**config.mk**
```make
export PLATFORM = sky130hd
export DESIGN_NAME = fpu_arbiter
export DESIGN_NICKNAME = d
export VERILOG_FILES = /design/src/rtl/fpu_pkg.sv /design/src/rtl/fpu_tag_pipe.sv /design/src/rtl/fpu_arbiter.sv
export SDC_FILE = /design/constraint.sdc
export NUM_CORES = 1
export LEC_CHECK = 0
export BUFFER_PORTS_ARGS = -buffer_cell sky130_fd_sc_hd__buf_4
export CAP_MARGIN = 0
export CORE_AREA = 2 2 107 109
export CTS_CLUSTER_SIZE = 16
export DETAILED_ROUTE_END_ITERATION = 6
export DIE_AREA = 0 0 109 111
export GPL_TIMING_DRIVEN = 1
export PLACE_DENSITY = 0.76
export SLEW_MARGIN = 20
export SYNTH_ARGS = -nofsm -noshare
export SYNTH_HDL_FRONTEND = slang
export SYNTH_SLANG_ARGS = --single-unit
```
**constraint.sdc**
```tcl
create_clock -name CLK -period 4.9 [get_ports CLK]
set_clock_uncertainty 0.2 [all_clocks]
set_input_delay 0.735 -clock CLK [delete_from_list [all_inputs] [get_ports CLK]]
set_output_delay 0.735 -clock CLK [all_outputs]
set_load 0.02 [all_outputs]
```
**src/rtl/fpu_pkg.sv**
```systemverilog
// Shared types and defaults for the two-requester FPU arbiter.
package fpu_pkg;

  localparam int unsigned FPU_OPW     = 2;
  localparam int unsigned FPU_LATENCY = 8;

  typedef enum logic {
    ReqId0 = 1'b0,
    ReqId1 = 1'b1
  } req_id_t;

  typedef struct packed {
    logic    valid;
    req_id_t id;
  } tag_t;

endpackage

```
**src/rtl/fpu_tag_pipe.sv**
```systemverilog
// Fixed-depth delay line carrying request tags alongside the FPU pipeline.
module fpu_tag_pipe
  import fpu_pkg::*;
#(
  parameter int unsigned LATENCY = FPU_LATENCY
) (
  input  logic clk_i,
  input  logic rst_ni,
  input  tag_t tag_i,
  output tag_t tag_o
);

  tag_t pipe_q [LATENCY];

  always_ff @(posedge clk_i) begin
    if (!rst_ni) begin
      for (int unsigned i = 0; i < LATENCY; i++) begin
        pipe_q[i] <= '0;
      end
    end else begin
      pipe_q[0] <= tag_i;
      for (int unsigned i = 1; i < LATENCY; i++) begin
        pipe_q[i] <= pipe_q[i-1];
      end
    end
  end

  assign tag_o = pipe_q[LATENCY-1];

endmodule

```
**src/rtl/fpu_arbiter.sv**
```systemverilog
// Round-robin arbiter sharing one pipelined FPU between two requesters,
// routing each result back to its owner via a tag delay line.
module fpu_arbiter
  import fpu_pkg::*;
#(
  parameter int unsigned LATENCY = FPU_LATENCY,
  parameter int unsigned OPW     = FPU_OPW
) (
  input  logic            CLK,
  input  logic            RST_N,
  input  logic            Req0Valid,
  output logic            Req0Ready,
  input  logic [31:0]     Req0Operand1,
  input  logic [31:0]     Req0Operand2,
  input  logic [OPW-1:0]  Req0Operation,
  input  logic            Req1Valid,
  output logic            Req1Ready,
  input  logic [31:0]     Req1Operand1,
  input  logic [31:0]     Req1Operand2,
  input  logic [OPW-1:0]  Req1Operation,
  output logic [31:0]     FpuOperand1,
  output logic [31:0]     FpuOperand2,
  output logic [OPW-1:0]  FpuOperation,
  input  logic [31:0]     FpuResult,
  output logic            Resp0Valid,
  output logic            Resp1Valid,
  output logic [31:0]     RespResult,
  output logic [5:0]      Outstanding
);

  req_id_t ptr_q;
  tag_t    tag_q;
  tag_t    tag_out;
  logic    gnt0;
  logic    gnt1;
  logic    issue;
  logic    resp_any;

  // The pointer only matters when both requesters compete.
  assign gnt0  = RST_N & Req0Valid & (~Req1Valid | (ptr_q == ReqId0));
  assign gnt1  = RST_N & Req1Valid & (~Req0Valid | (ptr_q == ReqId1));
  assign issue = gnt0 | gnt1;

  assign Req0Ready = gnt0;
  assign Req1Ready = gnt1;

  always_ff @(posedge CLK) begin
    if (!RST_N) begin
      ptr_q        <= ReqId0;
      tag_q        <= '0;
      FpuOperand1  <= '0;
      FpuOperand2  <= '0;
      FpuOperation <= '0;
      Outstanding  <= '0;
    end else begin
      tag_q <= '{valid: issue, id: (gnt1 ? ReqId1 : ReqId0)};
      if (issue) begin
        ptr_q        <= gnt0 ? ReqId1 : ReqId0;
        FpuOperand1  <= gnt1 ? Req1Operand1  : Req0Operand1;
        FpuOperand2  <= gnt1 ? Req1Operand2  : Req0Operand2;
        FpuOperation <= gnt1 ? Req1Operation : Req0Operation;
      end
      case ({issue, resp_any})
        2'b10:   Outstanding <= Outstanding + 6'd1;
        2'b01:   Outstanding <= Outstanding - 6'd1;
        default: Outstanding <= Outstanding;
      endcase
    end
  end

  // tag_q sits beside the operand registers, so the pipe adds exactly the FPU
  // depth and the tag emerges in the same cycle as FpuResult.
  fpu_tag_pipe #(
    .LATENCY (LATENCY)
  ) u_tag_pipe (
    .clk_i  (CLK),
    .rst_ni (RST_N),
    .tag_i  (tag_q),
    .tag_o  (tag_out)
  );

  assign resp_any   = RST_N & tag_out.valid;
  assign Resp0Valid = resp_any & (tag_out.id == ReqId0);
  assign Resp1Valid = resp_any & (tag_out.id == ReqId1);
  assign RespResult = FpuResult;

endmodule
```
-- Yosys cells after proc, flatten, opt, wreduce, memory -nomap -nowiden
Memories as Yosys holds them, arrays and structs flattened.
Index checks and enable logic that the tools add are counted.
- RAM bits: 16
- logic and storage cells: 51
- output and inout port bits: 108
- memories kept: 1
- input port bits: 168
- bits in registers: 75
- memory list (name ; depth ; width ; rd ports ; clocked after Yosys merged registers in ; write ports ; line ; text):
    u_tag_pipe.pipe_q ; 8 ; 2 ; 8 ; 0 ; 8 ; fpu_tag_pipe.sv:13 ; tag_t pipe_q [LATENCY];
- reductions and logical operators: 1
- bitwise operators: 22
- multiplexer cells: 16
- $add $sub $neg: 2
- equal/unequal tests: 2
- operators with widths (kind ; number):
    32-bit 2-to-1 mux ; 2
    2-bit 2-to-1 mux ; 9
    6-bit one-hot mux with 2 select lines ; 1
    1-bit bitwise OR ; 11
    1-bit AND ; 7
    6-bit by 1-bit adder with 6-bit output, second input constant ; 1
    6-bit by 1-bit subtractor with 6-bit output, second input constant ; 1
    1-bit 2-to-1 mux ; 4
    1-bit inverter ; 4
    2-bit by 1-bit == test with 1-bit output, second input constant ; 1
    2-bit == test, second input constant ; 1
    2-bit nonzero test ; 1

-- Logic depth before layout (Yosys ltp)
Gate-level depths: netlist of run 1.
- depth after elaboration: 6
- mapped depth: 12
- depth with buffers taken out: 9

-- Modules after synthesis
Synthesis of run 1 repeated with hierarchy kept, for this count alone.
- cell total of the unflattened synthesis: 429
- area total of the unflattened synthesis: 4110.2 um2
- by module, submodules not included (module ; times used ; sequential area each (um2) ; cells an instance ; area each (um2)):
    fpu_arbiter ; 1 ; 1501.4 ; 394 ; 3648.5
    fpu_tag_pipe ; 1 ; 320.3 ; 35 ; 461.7

-- Worst setup path after synthesis of run 1
Ideal clock, no wire load.
- kind: input-to-reg
- start point: input port Req1Valid
- end point: register Outstanding[4]
- arrival time: 2732 ps
- path slack: 1846 ps
- path buffers: 3
- stages: 12
- setup time: 122 ps
- cell sequence: o21a_1 > buf_2 > buf_2 > buf_2 > inv_1 > ha_1 > inv_1 > fa_1 > nand2b_1 > a21oi_1 > nor3_1 > a311o_1
- word-level cells in the longest chain between the ends: 6
- elaborated cells on any way between the ends: 10
- ends and longest elaborated chain (element ; line ; text):
    start: declaration ; fpu_arbiter.sv:16 ; input logic Req1Valid,
    1-bit inverter ; fpu_arbiter.sv:40 ; assign gnt0 = RST_N & Req0Valid & (~Req1Valid | (ptr_q == ReqId0));
    1-bit bitwise OR ; fpu_arbiter.sv:40 ;
    1-bit AND ; fpu_arbiter.sv:40 ;
    1-bit bitwise OR (*) ; fpu_arbiter.sv:42 ; assign issue = gnt0 | gnt1;
    2-bit by 1-bit == test with 1-bit output or 2-bit == test (tied branches) ; fpu_arbiter.sv:63 ; case ({issue, resp_any})
    6-bit one-hot mux with 2 select lines or 2-bit nonzero test (tied branches) ; - ;
    end signal: assignment ; fpu_arbiter.sv:64 ; 2'b10: Outstanding <= Outstanding + 6'd1;
    end signal: assignment ; fpu_arbiter.sv:65 ; 2'b01: Outstanding <= Outstanding - 6'd1;
    end signal: assignment ; fpu_arbiter.sv:66 ; default: Outstanding <= Outstanding;
    end: declaration ; fpu_arbiter.sv:28 ; output logic [5:0] Outstanding
Every way passes the cells marked *; elsewhere a longest branch is shown, timed or not.
A chain may end at the register's enable or synchronous reset.

-- Worst setup path after layout of run 1
- start point: input port RST_N
- end point: output port Req1Ready
- word-level cells in the longest chain between the ends: 2
- ends and longest elaborated chain (element ; line ; text):
    start: declaration ; fpu_arbiter.sv:10 ; input logic RST_N,
    1-bit AND (2 in a row) ; fpu_arbiter.sv:41 ; assign gnt1 = RST_N & Req1Valid & (~Req0Valid | (ptr_q == ReqId1));
    end: declaration ; fpu_arbiter.sv:17 ; output logic Req1Ready,
No other way between the ends.

==> results.md, run 1 <==
* Switch Pwr at 488 uW
* Die X at 109 um
* Final period util at 65.7%
* Vias in the first global route at 3594
* Layout Cells excl Fill at 733
* Top-count cell post-synth: dfxtp_1
* Clk Latency, worst-skew pair at 0.33 ns
* Mapped Area at 4070 um^2
* Max_slew headroom at 43.1%
* Area Overhead vs Synth at 41.5%
* Netlist cell types at 34
* #FFs+latches synth at 91
* I/O pin total at 276
* # nets final at 759
* Sequential-to-total area share from yosys stat at 44.7%
* GR Overflow Total at 0
* Pwr Density at 335 nW/um^2
* DRT iter0 DRCs at 147
* WL/cell at 14.8 um
* Total power at 1.93 mW
* Final Util at 52.0%
* Max-cap violations at 0
* P_int at 1.44 mW
* CP required at 3.96 ns
* # hold bufs at CTS at 0
* Top cell type's share of synthesized area at 44.7%
* Setup Fix Bufs, Post-CTS at 0
* PortBufs at 211
* Synthesized instance count at 427
* Fraction of layout cells with a size suffix above 1 at 39.3%
* Post-synth top area cell: dfxtp_1
* CORE AREA at 11100 um^2
* Main synth FF type: dfxtp_1
* # diodes at 0
* Initial antenna violation count at 0
* Pre-antenna DRT Iters at 4
* Fmax at 311 MHz
* Routability cong. at 0.881
* Clock sink count at 91
* Most instantiated cells after synthesis: dfxtp_1 (91), a21oi_1 (69), o21ai_0 (68)
* Number of buffers created by CTS at 9
* Unrepaired setup endpoints after global routing: false
* Initial Util at 36.8%
* DRC Markers at 0
* Clock power frac at 39.7%
* Worst hold path class: reg -> reg
* Setup CP Type: in -> out
* CTS tree: yes
* Post-cts resize count at 0
* Syn_area_per_cell at 9.53 um^2
* Fin Setup TNS at 0 ns
* Die Span Y at 111 um
* Bufs on Longest Clock Path at 2
* CP endpoint kind: primary output
* Global-route usage over all layers at 17.7%
* Crit start category: primary input
* Status: finished, final reports clean
* Post-synth EDFFs at 0
* Syn Nets at 601
* Maximum VDD drop at 0.180 mV
* Pleak at 2.55 nW
* First-pass GRT wire length at 16.9 mm
* DP HPWL at 7.62 mm
* DRT Wirelength at 10.9 mm
* Die area at 12100 um^2
* Setup slack after layout at 1.68 ns
* Antenna Violating Nets Remaining at 0
* Synthesis Warnings at 0
* Worst-Margin Slew at 0.853 ns
* Root buffer cell: clkbuf_16
* H-tree levels at 3
* CP Data Arrival Time at 2.28 ns
* Final setup fails at 0
* Dpl cells at 717
* Hold Vio Cnt, Final at 0
* Share of power burned in registers at 42.2%
* Largest net degree at the start of global routing at 134
* Worst Path Max Fanout at 97
* Vias per cell at 4.98
* Pre-CTS WS at 1.43 ns
* Combinational power share at 18.1%
* DR vias at 3650
* Rows at 39
* Final slew viol count at 0
* Sw Share at 25.3%
* Minimum clock period at 3.22 ns
* Clock transition at path regs at 0.06 ns
* Asr flop ratio synth at 0%
* Top cells by area, synth: dfxtp_1 (45%), mux2i_1 (16%), a21oi_1 (8.5%), o21ai_0 (8.4%), buf_4 (6.5%)
[layer usage]
| metal | wire length, um | vias to the layer above | global-route usage, % |
|---|---|---|---|
| met3 | 996 | 33 | 5.41 |
| met1 | 4100 | 1639 | 19.1 |
| li1 | - | 1791 | - |
| met2 | 5420 | 187 | 30.5 |
| met5 | 0 | - | 0.446 |
| met4 | 341 | 0 | 9.23 |
[worst max-delay path, cell delays in order]
cell	delay, ns
buf_4	0.60
and3_4	0.68
buf_4	0.24
[power groups by stage]
stage | registers [mW] | logic (mW) | clock network, mW
after detailed placement | 0.829 | 0.352 | 0
after global placement | 0.827 | 0.344 | 0
after floorplan | 0.881 | 0.162 | 0
final | 0.814 | 0.350 | 0.766
after CTS | 0.813 | 0.353 | 0.789
after global routing | 0.819 | 0.379 | 0.817
[cell type report]
cell class,instances,area [um^2]
Clock buffer,11,253
Clock inverter,5,83.8
Fill cell,1014,5320
Inverter,6,22.5
Multi-Input combinational cell,264,1780
Sequential cell,91,1820
Tap cell,143,179
Timing Repair Buffer,213,1620
[through the flow]
step           hold WS [ns]  cell area (um^2)
6_report              0.231              5760
5_1_grt               0.246              5760
4_1_cts               0.234              5760
3_5_place_dp          0.219              5420
3_3_place_gp          0.214              5420
2_1_floorplan         0.212              4070
[kinds of logic (layout without fill, tap and decap cells)]
family	after synthesis	in the layout	synth area share, %
AOI/OAI and AO/OA	146	146	18.7
DFF	91	91	44.7
buffers and inverters	72	235	11.7
muxes	66	66	16.2
and+or+nand+nor	43	43	5.93
adders and majority gates	6	6	2.03
xor gates and xnor gates	3	3	0.645
[registers in the layout, summed over array words and instances (netlist names)]
register / cells
FpuOperand2: 32
FpuOperand1: 32
ptr_q: 1
Outstanding: 6
tag_q: 2
u_tag_pipe.pipe_q: 16
FpuOperation: 2
[worst paths after layout]
path	from	end	slack [ns]	cells after the start
worst max-delay path	RST_N	Req1Ready	1.68	3
worst min-delay path	u_tag_pipe.pipe_q[0][2]	u_tag_pipe.pipe_q[0][4]	0.23	1
worst max register to register	u_tag_pipe.pipe_q[0][15]	Outstanding[4]	2.54	8
worst min register to register	u_tag_pipe.pipe_q[0][2]	u_tag_pipe.pipe_q[0][4]	0.23	1
[cells in the final DEF, fill, tap and decap left out, types with 2 or more instances in the layout]
| cell | count |
|---|---|
| clkinvlp_4 | 2 |
| bufinv_16 | 2 |
| nand2b_1 | 3 |
| dfxtp_1 | 91 |
| clkbuf_16 | 9 |
| nand2_1 | 6 |
| and2_1 | 20 |
| clkbuf_8 | 2 |
| xnor2_1 | 2 |
| buf_4 | 211 |
| o21ai_0 | 68 |
| ha_1 | 5 |
| a21oi_1 | 69 |
| inv_1 | 6 |
| nor3_1 | 2 |
| and3_1 | 2 |
| mux2i_1 | 66 |
| nor2_1 | 4 |
Note: power is estimated with default switching activity, not from simulation.
==> inputs of run 2 (changes only) <==
--- a/config.mk
+++ b/config.mk
@@ -5,14 +5,15 @@
 export SDC_FILE = /design/constraint.sdc
 export NUM_CORES = 1
 export LEC_CHECK = 0
+export ABC_AREA = 1
 export BUFFER_PORTS_ARGS = -buffer_cell sky130_fd_sc_hd__buf_4
 export CAP_MARGIN = 0
-export CORE_AREA = 2 2 107 109
+export CORE_MARGIN = 2
+export CORE_UTILIZATION = 39
 export CTS_CLUSTER_SIZE = 16
 export DETAILED_ROUTE_END_ITERATION = 6
-export DIE_AREA = 0 0 109 111
 export GPL_TIMING_DRIVEN = 1
-export PLACE_DENSITY = 0.76
+export PLACE_DENSITY = 0.8
 export SLEW_MARGIN = 20
 export SYNTH_ARGS = -nofsm -noshare
 export SYNTH_HDL_FRONTEND = slang
==> constraint.sdc (replaced) <==
create_clock -name CLK -period 2.9 [get_ports CLK]
set_clock_uncertainty 0.2 [all_clocks]
set_input_delay 0.435 -clock CLK [delete_from_list [all_inputs] [get_ports CLK]]
set_output_delay 0.435 -clock CLK [all_outputs]
set_load 0.02 [all_outputs]
==> results.md, run 2 <==
* #FFs+latches synth at 91
* Netlist cell types at 22
* Highest metal used: met4
* CORE AREA at 10900 um^2
* Wire length on met3 at 1.16 mm
* Hold Slack at 0.184 ns
* CP peak stage delay at 0.56 ns
* # nets final at 996
* Number of buffers created by CTS at 9
* Crit start category: flop
* Max_slew headroom at 49.6%
* Total power at 3.11 mW
* Sequential-to-total area share from yosys stat at 41.6%
* Setup Fix Bufs, Post-CTS at 0
* Post-synth top area cell: dfxtp_1
* Minimum clock period at 2.45 ns
* Reg2reg path depth at 12
* Unrepaired setup endpoints after global routing: false
* Mapped Area at 4380 um^2
* DRC Markers at 0
* Antenna Violating Nets Remaining at 0
* I/O pin total at 276
* Status: finished, final reports clean
* Post-synth EDFFs at 0
* Syn Nets at 839
* Synthesis Warnings at 0
* Most common cell after layout, fill and taps aside: nand2_1
* First-pass GRT wire length at 18.4 mm
* Largest regs: FpuOperand1 x32, FpuOperand2 x32, u_tag_pipe.pipe_q x16
* CP endpoint kind: primary output
* Most instantiated cells after synthesis: nand2_1 (229), nor2_1 (144), dfxtp_1 (91)
* Vias in the first global route at 4024
* WL/cell at 12.1 um
* Global-route usage over all layers at 19.3%
* Clock transition at path regs at 0.10 ns
* Main combinational cell family by area after synthesis: simple AND/OR/NAND/NOR gates
* Pleak at 3.23 nW
* Die Span Y at 110 um
* DR vias at 4377
* Area Overhead vs Synth at 35.8%
* Vias per cell at 4.53
* Final slew viol count at 0
* Internal reg-to-reg setup slack at 0.69 ns
* Hold path cells at 5
* Layout Cells excl Fill at 967
* Top cells by area, synth: dfxtp_1 (42%), nand2_1 (20%), nor2_1 (12%), nand3_1 (8.4%), buf_4 (5.7%)
* Post-cts resize count at 0
* DP HPWL at 8.22 mm
* Met2 WL at 5.53 mm
* Rows at 38
* Clock sink count at 91
* Initial antenna violation count at 0
* Met1 wire length at 4.68 mm
* # hold bufs at CTS at 0
* # diodes at 0
* Largest net degree at the start of global routing at 134
* Cell Chain, Critical Path: inv_1, nand2_1, nand2_4, buf_4, inv_2, buf_4
* Setup CP Type: reg -> out
* Main synth FF type: dfxtp_1
* DRT Wirelength at 11.7 mm
* CP required at 2.27 ns
* Final period util at 84.6%
* Worst-Margin Slew at 0.755 ns
* Dpl cells at 951
* CTS tree: yes
* CP Data Arrival Time at 1.82 ns
* Adder-cell share of the synthesized area at 1.89%
* Die X at 110 um
* Fin Setup TNS at 0 ns
* Fmax at 408 MHz
* Most Frequent Cell on Critical Path: buf_4
* Top-count cell post-synth: nand2_1
* Fraction of layout cells with a size suffix above 1 at 28.7%
* Slowest stage cell, crit path: buf_4
* Worst Path Max Fanout at 69
* DRT iter0 DRCs at 206
* Synth Area in Compound Gates at 1.09%
* Syn_area_per_cell at 6.58 um^2
* Pre-antenna DRT Iters at 4
* Maximum VDD drop at 0.296 mV
* Worst hold path class: in -> reg
* GR Overflow Total at 0
* Synth Area in XOR/XNOR at 0.400%
* PortBufs at 211
* Clk Latency, worst-skew pair at 0.36 ns
* Synthesized instance count at 665
* Root buffer cell: clkbuf_8
* Asr flop ratio synth at 0%
* Hold Vio Cnt, Final at 0
* Simple-Gate Fraction of Synth Area at 41.2%
* Pwr Density at 524 nW/um^2
* Post-synthesis mux area share at 0%
* Max-cap violations at 0
* Die area at 12100 um^2
* Final setup fails at 0
* Top cell type's share of synthesized area at 41.6%
* Most frequent cells in the layout: nand2_1 (229), buf_4 (215), nor2_1 (144)
* Routability cong. at 0.858
* H-tree levels at 3
* Initial Util at 40.2%
* Bufs on Longest Clock Path at 2
-- run 2: final cells by class --
| class | instances | area [um^2] |
|---|---|---|
| multi-input combinational | 467 | 1950 |
| clock buffer | 9 | 124 |
| sequential | 91 | 1820 |
| clock inverter | 7 | 100 |
| fill | 1100 | 4940 |
| tap | 140 | 175 |
| inverter | 37 | 139 |
| timing repair buffer | 216 | 1630 |
-- run 2: worst paths after layout --
check                            from                        to
max reg2reg                     ptr_q            Outstanding[4]
max                             ptr_q                 Req1Ready
min                  Req1Operand2[29]           FpuOperand2[29]
min reg2reg  u_tag_pipe.pipe_q[0][12]  u_tag_pipe.pipe_q[0][14]
-- run 2: cell families after synthesis --
| group | Yosys count |
|---|---|
| adder cells (fa/ha/maj) | 6 |
| XOR/XNOR | 2 |
| AO/OA/AOI/OAI | 9 |
| flip-flops | 91 |
| buffers and inverters | 107 |
| AND/OR/NAND/NOR | 450 |
-- run 2: per-layer routing --
| layer | GRT usage, % | up-vias |
|---|---|---|
| met3 | 6.34 | 19 |
| met4 | 9.13 | 0 |
| met2 | 34.0 | 166 |
| met5 | 0 | - |
| met1 | 20.8 | 1884 |
| li1 | - | 2308 |
-- run 2: through the flow --
| stage | area, um^2 | utilization [%] | setup slack (ns) |
|---|---|---|---|
| after floorplan | 4380 | - | 0.284 |
| after global placement | 5720 | 52.5 | 0.453 |
| after detailed placement | 5720 | 52.5 | 0.411 |
| after CTS | 5940 | 54.6 | 0.443 |
| after global routing | 5940 | 54.6 | 0.350 |
| final | 5940 | 54.6 | 0.447 |
-- run 2: critical path: cells and delay by family, from the launching register on --
kind	cells	cell delay (ns)
buffers and inverters	4	0.89
flip-flops	1	0.33
AND/OR/NAND/NOR	2	0.16
-- run 2: power by group --
| part | switching [mW] | total [mW] | leakage [nW] | internal (mW) |
|---|---|---|---|---|
| combinational | 0.407 | 0.755 | 2.36 | 0.347 |
| clock | 0.464 | 0.957 | 0.114 | 0.493 |
| sequential | 0.0537 | 1.40 | 0.751 | 1.35 |
==> inputs of run 3 (changes only) <==
==> constraint.sdc (replaced) <==
create_clock -name CLK -period 2.15 [get_ports CLK]
set_clock_uncertainty 0.2 [all_clocks]
set_input_delay 0.3225 -clock CLK [delete_from_list [all_inputs] [get_ports CLK]]
set_output_delay 0.3225 -clock CLK [all_outputs]
set_load 0.02 [all_outputs]
==> results.md, run 3 (synthesis gave the netlist of run 2 again) <==
* Layout Cells excl Fill at 972
* Initial antenna violation count at 0
* Vias in the first global route at 4041
* Clock sink count at 91
* # hold bufs at CTS at 0
* Vias per cell at 4.58
* DR vias at 4449
* Most Frequent Cell on Critical Path: buf_4
* Pwr Density at 687 nW/um^2
* Number of buffers created by CTS at 9
* Max_slew headroom at 64.0%
* Worst-Margin Slew at 0.540 ns
* Total power at 4.13 mW
* Global-route usage over all layers at 19.1%
* Routability cong. at 0.881
* DP HPWL at 8.39 mm
* Minimum clock period at 2.03 ns
* GR Overflow Total at 0
* I/O pin total at 276
* # diodes at 0
* Crit path from: ptr_q
* Unrepaired setup endpoints after global routing: false
* Fin Setup TNS at 0 ns
* Pre-antenna DRT Iters at 4
* Final slew viol count at 0
* Pleak at 3.24 nW
* Bufs on Longest Clock Path at 2
* Fmax at 494 MHz
* Status: finished, final reports clean
* Maximum VDD drop at 0.352 mV
* Cell Chain, Critical Path: inv_1, nand2_1, nand2_4, buf_8, inv_2, buf_4, buf_4
* Final setup fails at 0
* Reg2Reg Launch Point: ptr_q
* Area Overhead vs Synth at 37.3%
* Worst Path Max Fanout at 32
* WL/cell at 11.9 um
* Hold Vio Cnt, Final at 0
* First-pass GRT wire length at 18.2 mm
* CTS tree: yes
* Die area at 12100 um^2
* Die Span Y at 110 um
* Setup CP Type: reg -> out
* DRT Wirelength at 11.5 mm
* Final period util at 94.2%
* Dpl cells at 956
* DRT iter0 DRCs at 189
* Post-cts resize count at 1
* DRC Markers at 0
* Setup Fix Bufs, Post-CTS at 0
* Clk Latency, worst-skew pair at 0.35 ns
* H-tree levels at 3
* Max-cap violations at 0
* CP endpoint kind: primary output
* Most frequent cells in the layout: nand2_1 (228), buf_4 (219), nor2_1 (144)
* Clock transition at path regs at 0.09 ns
* Worst Min Path Start: Req1Operand1[18]
* PortBufs at 211
* # nets final at 1001
* Largest regs: FpuOperand1 x32, FpuOperand2 x32, u_tag_pipe.pipe_q x16
* CP Data Arrival Time at 1.50 ns
* Initial Util at 40.2%
* Most common cell after layout, fill and taps aside: nand2_1
* Rows at 38
* Pre-CTS WS at 0.0294 ns
* Worst hold path class: in -> reg
* Fraction of layout cells with a size suffix above 1 at 29.9%
* CP required at 1.63 ns
* Die X at 110 um
* CORE AREA at 10900 um^2
* Largest net degree at the start of global routing at 134
* Setup slack after layout at 0.124 ns
* Slowest stage cell, crit path: dfxtp_2
* Crit start category: flop
* Root buffer cell: clkbuf_8
* CP peak stage delay at 0.34 ns
* Antenna Violating Nets Remaining at 0
[run 3: cell count changes in the layout (fill, tap and decap cells not counted), moves of 2 or more]
| cell | change |
|---|---|
| inv_2 | +2 |
| ha_1 | -2 |
| inv_1 | -2 |
| ha_4 | +2 |
| clkbuf_8 | +2 |
| buf_4 | +4 |
[run 3: final cells by class]
type	count	area [um^2]
Fill cell	1113	4880
Multi-Input combinational cell	467	1980
Sequential cell	91	1820
Timing Repair Buffer	221	1680
Tap cell	140	175
Clock buffer	11	151
Inverter	37	139
Clock inverter	5	60.1
[run 3: power by group]
group	switching, mW	internal, mW	leakage (nW)	total [mW]
clock network	0.601	0.605	0.106	1.21
logic	0.548	0.476	2.39	1.02
registers	0.0767	1.82	0.751	1.90
total	1.23	2.90	3.24	4.13
[run 3: stage by stage]
step	hold slack [ns]	util, %	instance area [um^2]
after global placement	0.192	53.1	5790
after detailed placement	0.198	53.1	5790
after floorplan	0.190	-	4420
after global routing	0.0783	55.2	6010
after CTS	0.0652	55.1	6000
final	0.0739	55.2	6010
[run 3: worst paths after layout]
kind | cells past startpoint | slack [ns] | to
worst min-delay path | 5 | 0.07 | FpuOperand1[18]
worst max register to register | 13 | 0.14 | Outstanding[4]
worst max-delay path | 7 | 0.12 | Req1Ready
worst min register to register | 2 | 0.21 | u_tag_pipe.pipe_q[0][0]
[run 3: worst max-delay path: cells and delay by family (launching register included)]
kind                   cells  cell delay [ns]
buffers and inverters      5             0.64
AND/OR/NAND/NOR            2             0.17
flip-flops                 1             0.34
[run 3: layer usage]
| layer | wire [um] | up-vias | global-route usage (%) |
|---|---|---|---|
| met4 | 291 | 0 | 7.87 |
| met5 | 0 | - | 0 |
| li1 | - | 2311 | - |
| met3 | 1090 | 28 | 5.99 |
| met2 | 5500 | 158 | 34.3 |
| met1 | 4650 | 1952 | 20.7 |
